$ cat src/rtl/shift_unit_pipe.sv
// shift_unit_pipe: two-stage elastic shift/rotate unit for the EX stage.
// Stage 1 latches operands and recasts every operation as a cyclic left rotate
// plus a fill mask. Stage 2 rotates, applies the mask (and sign fill for SRA),
// and holds the result on the output registers until downstream accepts it.
module shift_unit_pipe #(
    parameter int unsigned N     = 32,
    parameter int unsigned TAG_W = 5
) (
    input  logic                 clk,
    input  logic                 rst_n,
    input  logic                 in_valid,
    output logic                 in_ready,
    input  logic [2:0]           in_op,
    input  logic [N-1:0]         in_a,
    input  logic [$clog2(N)-1:0] in_shamt,
    input  logic [TAG_W-1:0]     in_tag,
    output logic                 out_valid,
    input  logic                 out_ready,
    output logic [N-1:0]         out_result,
    output logic [TAG_W-1:0]     out_tag,
    output logic                 out_illegal
);

    localparam int unsigned SW = $clog2(N);

    localparam logic [2:0] OpSll = 3'd0;
    localparam logic [2:0] OpSrl = 3'd1;
    localparam logic [2:0] OpSra = 3'd2;
    localparam logic [2:0] OpRol = 3'd3;
    localparam logic [2:0] OpRor = 3'd4;

    // Stage 1 registers
    logic             s1_valid_q, s1_valid_d;
    logic [2:0]       s1_op_q, s1_op_d;
    logic [N-1:0]     s1_a_q, s1_a_d;
    logic [TAG_W-1:0] s1_tag_q, s1_tag_d;
    logic             s1_ill_q, s1_ill_d;
    logic [SW-1:0]    s1_k_q, s1_k_d;
    logic [N-1:0]     s1_m_q, s1_m_d;

    // Stage 2 (output) registers
    logic             s2_valid_q, s2_valid_d;
    logic [N-1:0]     s2_result_q, s2_result_d;
    logic [TAG_W-1:0] s2_tag_q, s2_tag_d;
    logic             s2_ill_q, s2_ill_d;

    logic             s1_load, s2_load;
    logic [SW-1:0]    k_in;
    logic [N-1:0]     m_in;
    logic             ill_in;
    logic [N-1:0]     rot;
    logic [N-1:0]     s2_calc;

    // Handshake: stage 2 drains/refills, stage 1 refills behind it in the same cycle
    always_comb begin
        s2_load  = s1_valid_q & (~s2_valid_q | out_ready);
        // Held low during reset so upstream never sees a transfer that gets discarded
        in_ready = rst_n & (~s1_valid_q | s2_load);
        s1_load  = in_valid & in_ready;
    end

    // Decode the incoming op into a left-rotate amount and a fill mask
    always_comb begin
        k_in   = in_shamt;
        m_in   = {N{1'b1}};
        ill_in = 1'b0;
        case (in_op)
            OpSll: m_in = {N{1'b1}} << in_shamt;
            OpSrl, OpSra: begin
                k_in = '0 - in_shamt;
                m_in = {N{1'b1}} >> in_shamt;
            end
            OpRol: k_in = in_shamt;
            OpRor: k_in = '0 - in_shamt;
            default: ill_in = 1'b1;
        endcase
    end

    // Stage 1 next state
    always_comb begin
        s1_valid_d = s1_valid_q;
        s1_op_d    = s1_op_q;
        s1_a_d     = s1_a_q;
        s1_tag_d   = s1_tag_q;
        s1_ill_d   = s1_ill_q;
        s1_k_d     = s1_k_q;
        s1_m_d     = s1_m_q;
        if (s2_load) begin
            s1_valid_d = 1'b0;
        end
        if (s1_load) begin
            s1_valid_d = 1'b1;
            s1_op_d    = in_op;
            s1_a_d     = in_a;
            s1_tag_d   = in_tag;
            s1_ill_d   = ill_in;
            s1_k_d     = k_in;
            s1_m_d     = m_in;
        end
    end

    // Logarithmic cyclic left shifter on the stage 1 operand
    always_comb begin
        rot = s1_a_q;
        for (int i = 0; i < int'(SW); i++) begin
            if (s1_k_q[i]) begin
                rot = (rot << (1 << i)) | (rot >> (int'(N) - (1 << i)));
            end
        end
    end

    // Mask the rotated value; SRA fills the vacated high bits with the sign
    always_comb begin
        s2_calc = rot & s1_m_q;
        if (s1_op_q == OpSra && s1_a_q[N-1]) begin
            s2_calc = s2_calc | ~s1_m_q;
        end
        if (s1_ill_q) begin
            s2_calc = '0;
        end
    end

    // Stage 2 next state: load on advance, otherwise hold until accepted
    always_comb begin
        s2_valid_d  = s2_valid_q & ~out_ready;
        s2_result_d = s2_result_q;
        s2_tag_d    = s2_tag_q;
        s2_ill_d    = s2_ill_q;
        if (s2_load) begin
            s2_valid_d  = 1'b1;
            s2_result_d = s2_calc;
            s2_tag_d    = s1_tag_q;
            s2_ill_d    = s1_ill_q;
        end
    end

    // State registers with synchronous active-low reset
    always_ff @(posedge clk) begin
        if (!rst_n) begin
            s1_valid_q  <= 1'b0;
            s1_op_q     <= '0;
            s1_a_q      <= '0;
            s1_tag_q    <= '0;
            s1_ill_q    <= 1'b0;
            s1_k_q      <= '0;
            s1_m_q      <= '0;
            s2_valid_q  <= 1'b0;
            s2_result_q <= '0;
            s2_tag_q    <= '0;
            s2_ill_q    <= 1'b0;
        end else begin
            s1_valid_q  <= s1_valid_d;
            s1_op_q     <= s1_op_d;
            s1_a_q      <= s1_a_d;
            s1_tag_q    <= s1_tag_d;
            s1_ill_q    <= s1_ill_d;
            s1_k_q      <= s1_k_d;
            s1_m_q      <= s1_m_d;
            s2_valid_q  <= s2_valid_d;
            s2_result_q <= s2_result_d;
            s2_tag_q    <= s2_tag_d;
            s2_ill_q    <= s2_ill_d;
        end
    end

    // Outputs come straight from the stage 2 registers
    always_comb begin
        out_valid   = s2_valid_q;
        out_result  = s2_result_q;
        out_tag     = s2_tag_q;
        out_illegal = s2_ill_q;
    end

endmodule

$ cat config.mk
export PLATFORM = sky130hd
export DESIGN_NAME = shift_unit_pipe
export DESIGN_NICKNAME = d
export VERILOG_FILES = /design/src/rtl/shift_unit_pipe.sv
export SDC_FILE = /design/constraint.sdc
export NUM_CORES = 1
export LEC_CHECK = 0
export CAP_MARGIN = 20
export CORE_UTILIZATION = 60
export CTS_CLUSTER_DIAMETER = 50
export DETAILED_ROUTE_END_ITERATION = 10
export PLACE_DENSITY = 0.86
export SYNTH_ARGS = -nofsm -noshare
export SYNTH_HDL_FRONTEND = slang
export SYNTH_SLANG_ARGS = --single-unit
$ cat constraint.sdc
create_clock -name clk -period 5.4 [get_ports clk]
set_input_delay 0.81 -clock clk [delete_from_list [all_inputs] [get_ports clk]]
set_output_delay 0.81 -clock clk [all_outputs]
set_load 0.02 [all_outputs]
==> impl_metrics.ini <==
[clock_tree]
cts.sinks = 118
clk_latency_ns = 0.42
htree_levels = 4
cts_buffer_depth = 2
post_cts_buffers = 0
hold_buffers = 0
cts_tree = built
postCtsResizedCells = 0
cts.clk_slew.worst_paths_ns = 0.06
cts_root_buf = clkbuf_16
cts-buffers-inserted = 17

[layout]
n_antenna_cell = 0
fin_util = 0.758
nFillCells = 786
area_growth_pct = 21.0
drive_gt1_frac = 0.115
nets = 909

[run]
maxCapViolCount = 0

[drt]
via_count = 6988
ant_nets = 0
wl_per_cell_um = 21.7
routed_via_density = 6.94
first_pass_iters = 6
routed_wl_um = 21800
drt_iter0_markers = 836
drcViolationCount = 0

[critical_path]
crit_fanout = 47
critPathRequiredTime_ns = 4.59
cp-end-kind = primary output
crit_path_start_kind = input port
worst_ep_arrival_time_ns = 2.53
path_class = input port to primary output
rrSetupSlack_ns = 2.42

[yosys]
syn-cell-area_mm2 = 0.00691
yosys_warnings = 0
synth-seq-cells = 118
syn_nets = 872
synth.distinct_cells = 52
ys_seq_area_frac = 0.342
synthArstFlopShare = 0
avgSynthCellArea_um2 = 8.45
synth_flop_cell = dfxtp_1
synth-edff-count = 0
syn_inst = 818

[global_routing]
antenna_found_initial = 0
grt_pass1_wl_um = 33900
grt_max_degree = 97
grt_pass1_vias = 6234
overflow = 0
grt.total_usage = 0.374

[worst_hold_path]
hp-class = flop to flop

[floorplan]
core_area_mm2 = 0.0110
fp-row-count = 38
die_w_um = 109
start_util = 0.626
boundaryPins = 89
die_y_um = 109
dieArea_mm2 = 0.0120

[outcome]
status = complete, no violations

[pwr]
total_power_w = 0.00281
p_leak_nw = 3.33
combPwrFrac = 0.204
intPower_w = 0.00197
powerDensity_mw_per_mm2 = 336
p_seq_frac = 0.361
p_sw_w = 0.000839
clkPwrFrac = 0.435
p_sw_frac = 0.299
ir_worst_vdd_uv = 309

[sta]
grt_setup_unrepaired = no
whs_ns = 0.458
slew_headroom = 0.302
finalHoldViolCount = 0
finalSetupViolCount = 0
layout_setup_ws_ns = 2.06
final_max_slew_viol_count = 0
period_share = 0.619
fin_tns_setup_ns = 0
clock.fmax_ghz = 0.299
fin_crit_ns = 3.34
worst_pin_slew_ns = 1.05
clock_skew_ns = 0.00851

[placement]
hpwl_um = 14800
place.gp.congestion = 0.941
post-place-ws_ns = 1.92
io_buffer_count = 88
cells in the final DEF, fill, tap and decap left out, types with 17 or more instances in the layout:
master           netlist  final
nor2_1                41     41
clkdlybuf4s50_1        0     87
nand2_1              134    133
a21oi_1               24     24
dfxtp_1              118    117
mux4_2                17     17
mux2_2                21     21
mux2i_1               25     25
o21ai_0               39     39
o2bb2ai_1             19     19
o22ai_1               32     32
nand3_1               61     61
clkbuf_16              0     17
cell usage after synthesis (all sizes together) (7+ instances only):
| library cell | n | area [um^2] |
|---|---|---|
| nand2 | 134 | 503 |
| dfxtp | 118 | 2360 |
| nand3 | 61 | 305 |
| clkbuf | 54 | 203 |
| nor2 | 41 | 154 |
| o21ai | 39 | 195 |
| o22ai | 32 | 200 |
| mux2 | 29 | 342 |
| mux2i | 25 | 250 |
| a21oi | 24 | 120 |
| buf | 23 | 139 |
| o2bb2ai | 19 | 166 |
| mux4 | 17 | 383 |
| a31o | 13 | 114 |
| and2 | 13 | 81.3 |
| nor2b | 12 | 75.1 |
| o31ai | 12 | 90.1 |
| a221oi | 11 | 96.3 |
| o211ai | 11 | 82.6 |
| a211oi | 10 | 75.1 |
| a221o | 10 | 100 |
| o221ai | 10 | 87.6 |
| a31oi | 9 | 56.3 |
| a2bb2oi | 8 | 70.1 |
| nand2b | 8 | 50.1 |
| o211a | 8 | 80.1 |
| o22a | 8 | 70.1 |
| a21boi | 7 | 52.6 |
through the flow:
stage               area, um^2  instances
global placement          7660        973
finish                    8360       1007
CTS                       8290       1004
floorplan                 6910        818
detailed placement        7660        973
global route              8360       1007
layout make-up:
class,count,area (um^2),share of cell area
multi-input cells,616,4190,0.501
well taps,140,175,0.0209
repair buffers,95,981,0.117
flip-flops and latches,118,2360,0.283
clock inverters,11,173,0.0206
inverters,7,26.3,0.00314
clock buffers,20,457,0.0546
worst max-delay path: stages:
cell and delay, ns:
buf_2 0.58, a21boi_0 0.45, clkdlybuf4s50_1 0.69
kinds of logic (layout without fill, tap and decap cells):
| group | count (synthesis) | in the layout | share of synthesized area |
|---|---|---|---|
| AND/OR/NAND/NOR | 284 | 284 | 0.183 |
| adder cells (fa/ha/maj) | 5 | 5 | 0.00905 |
| buffers and inverters | 84 | 133 | 0.0532 |
| XOR/XNOR | 3 | 3 | 0.00380 |
| multiplexers | 71 | 71 | 0.141 |
| flip-flops | 118 | 118 | 0.342 |
| AO/OA/AOI/OAI | 253 | 253 | 0.269 |
registers in the layout, summed over array words and instances, names as in the netlist:
register and count:
s1_k_q 5, out_result 32, s1_tag_q 5, s1_m_q 32, out_illegal 1, s1_op_q 3
s1_valid_q 1, s1_ill_q 1, s1_a_q 32, out_tag 5, out_valid 1
power groups by stage:
stage | clock [W] | combinational (W) | sequential [W]
global route | 0.00126 | 0.000612 | 0.00102
CTS | 0.00122 | 0.000543 | 0.00102
floorplan | 0 | 0.000397 | 0.000998
finish | 0.00122 | 0.000574 | 0.00101
global placement | 0 | 0.000528 | 0.00103
detailed placement | 0 | 0.000539 | 0.00104
final timing paths:
check	from	to	cells after the start
worst max-delay path	rst_n	in_ready	3
worst min-delay path	s1_tag_q[4]	s1_tag_q[4]	2
worst max register to register	s1_k_q[0]	out_result[2]	5
worst min register to register	s1_tag_q[4]	s1_tag_q[4]	2
per-layer routing:
| layer | global-route usage | share of wire |
|---|---|---|
| met5 | 0 | 0 |
| met4 | 0.127 | 0.026 |
| met3 | 0.0931 | 0.11 |
| met2 | 0.570 | 0.45 |
| met1 | 0.518 | 0.42 |
Note: power is estimated with default switching activity, not from simulation.
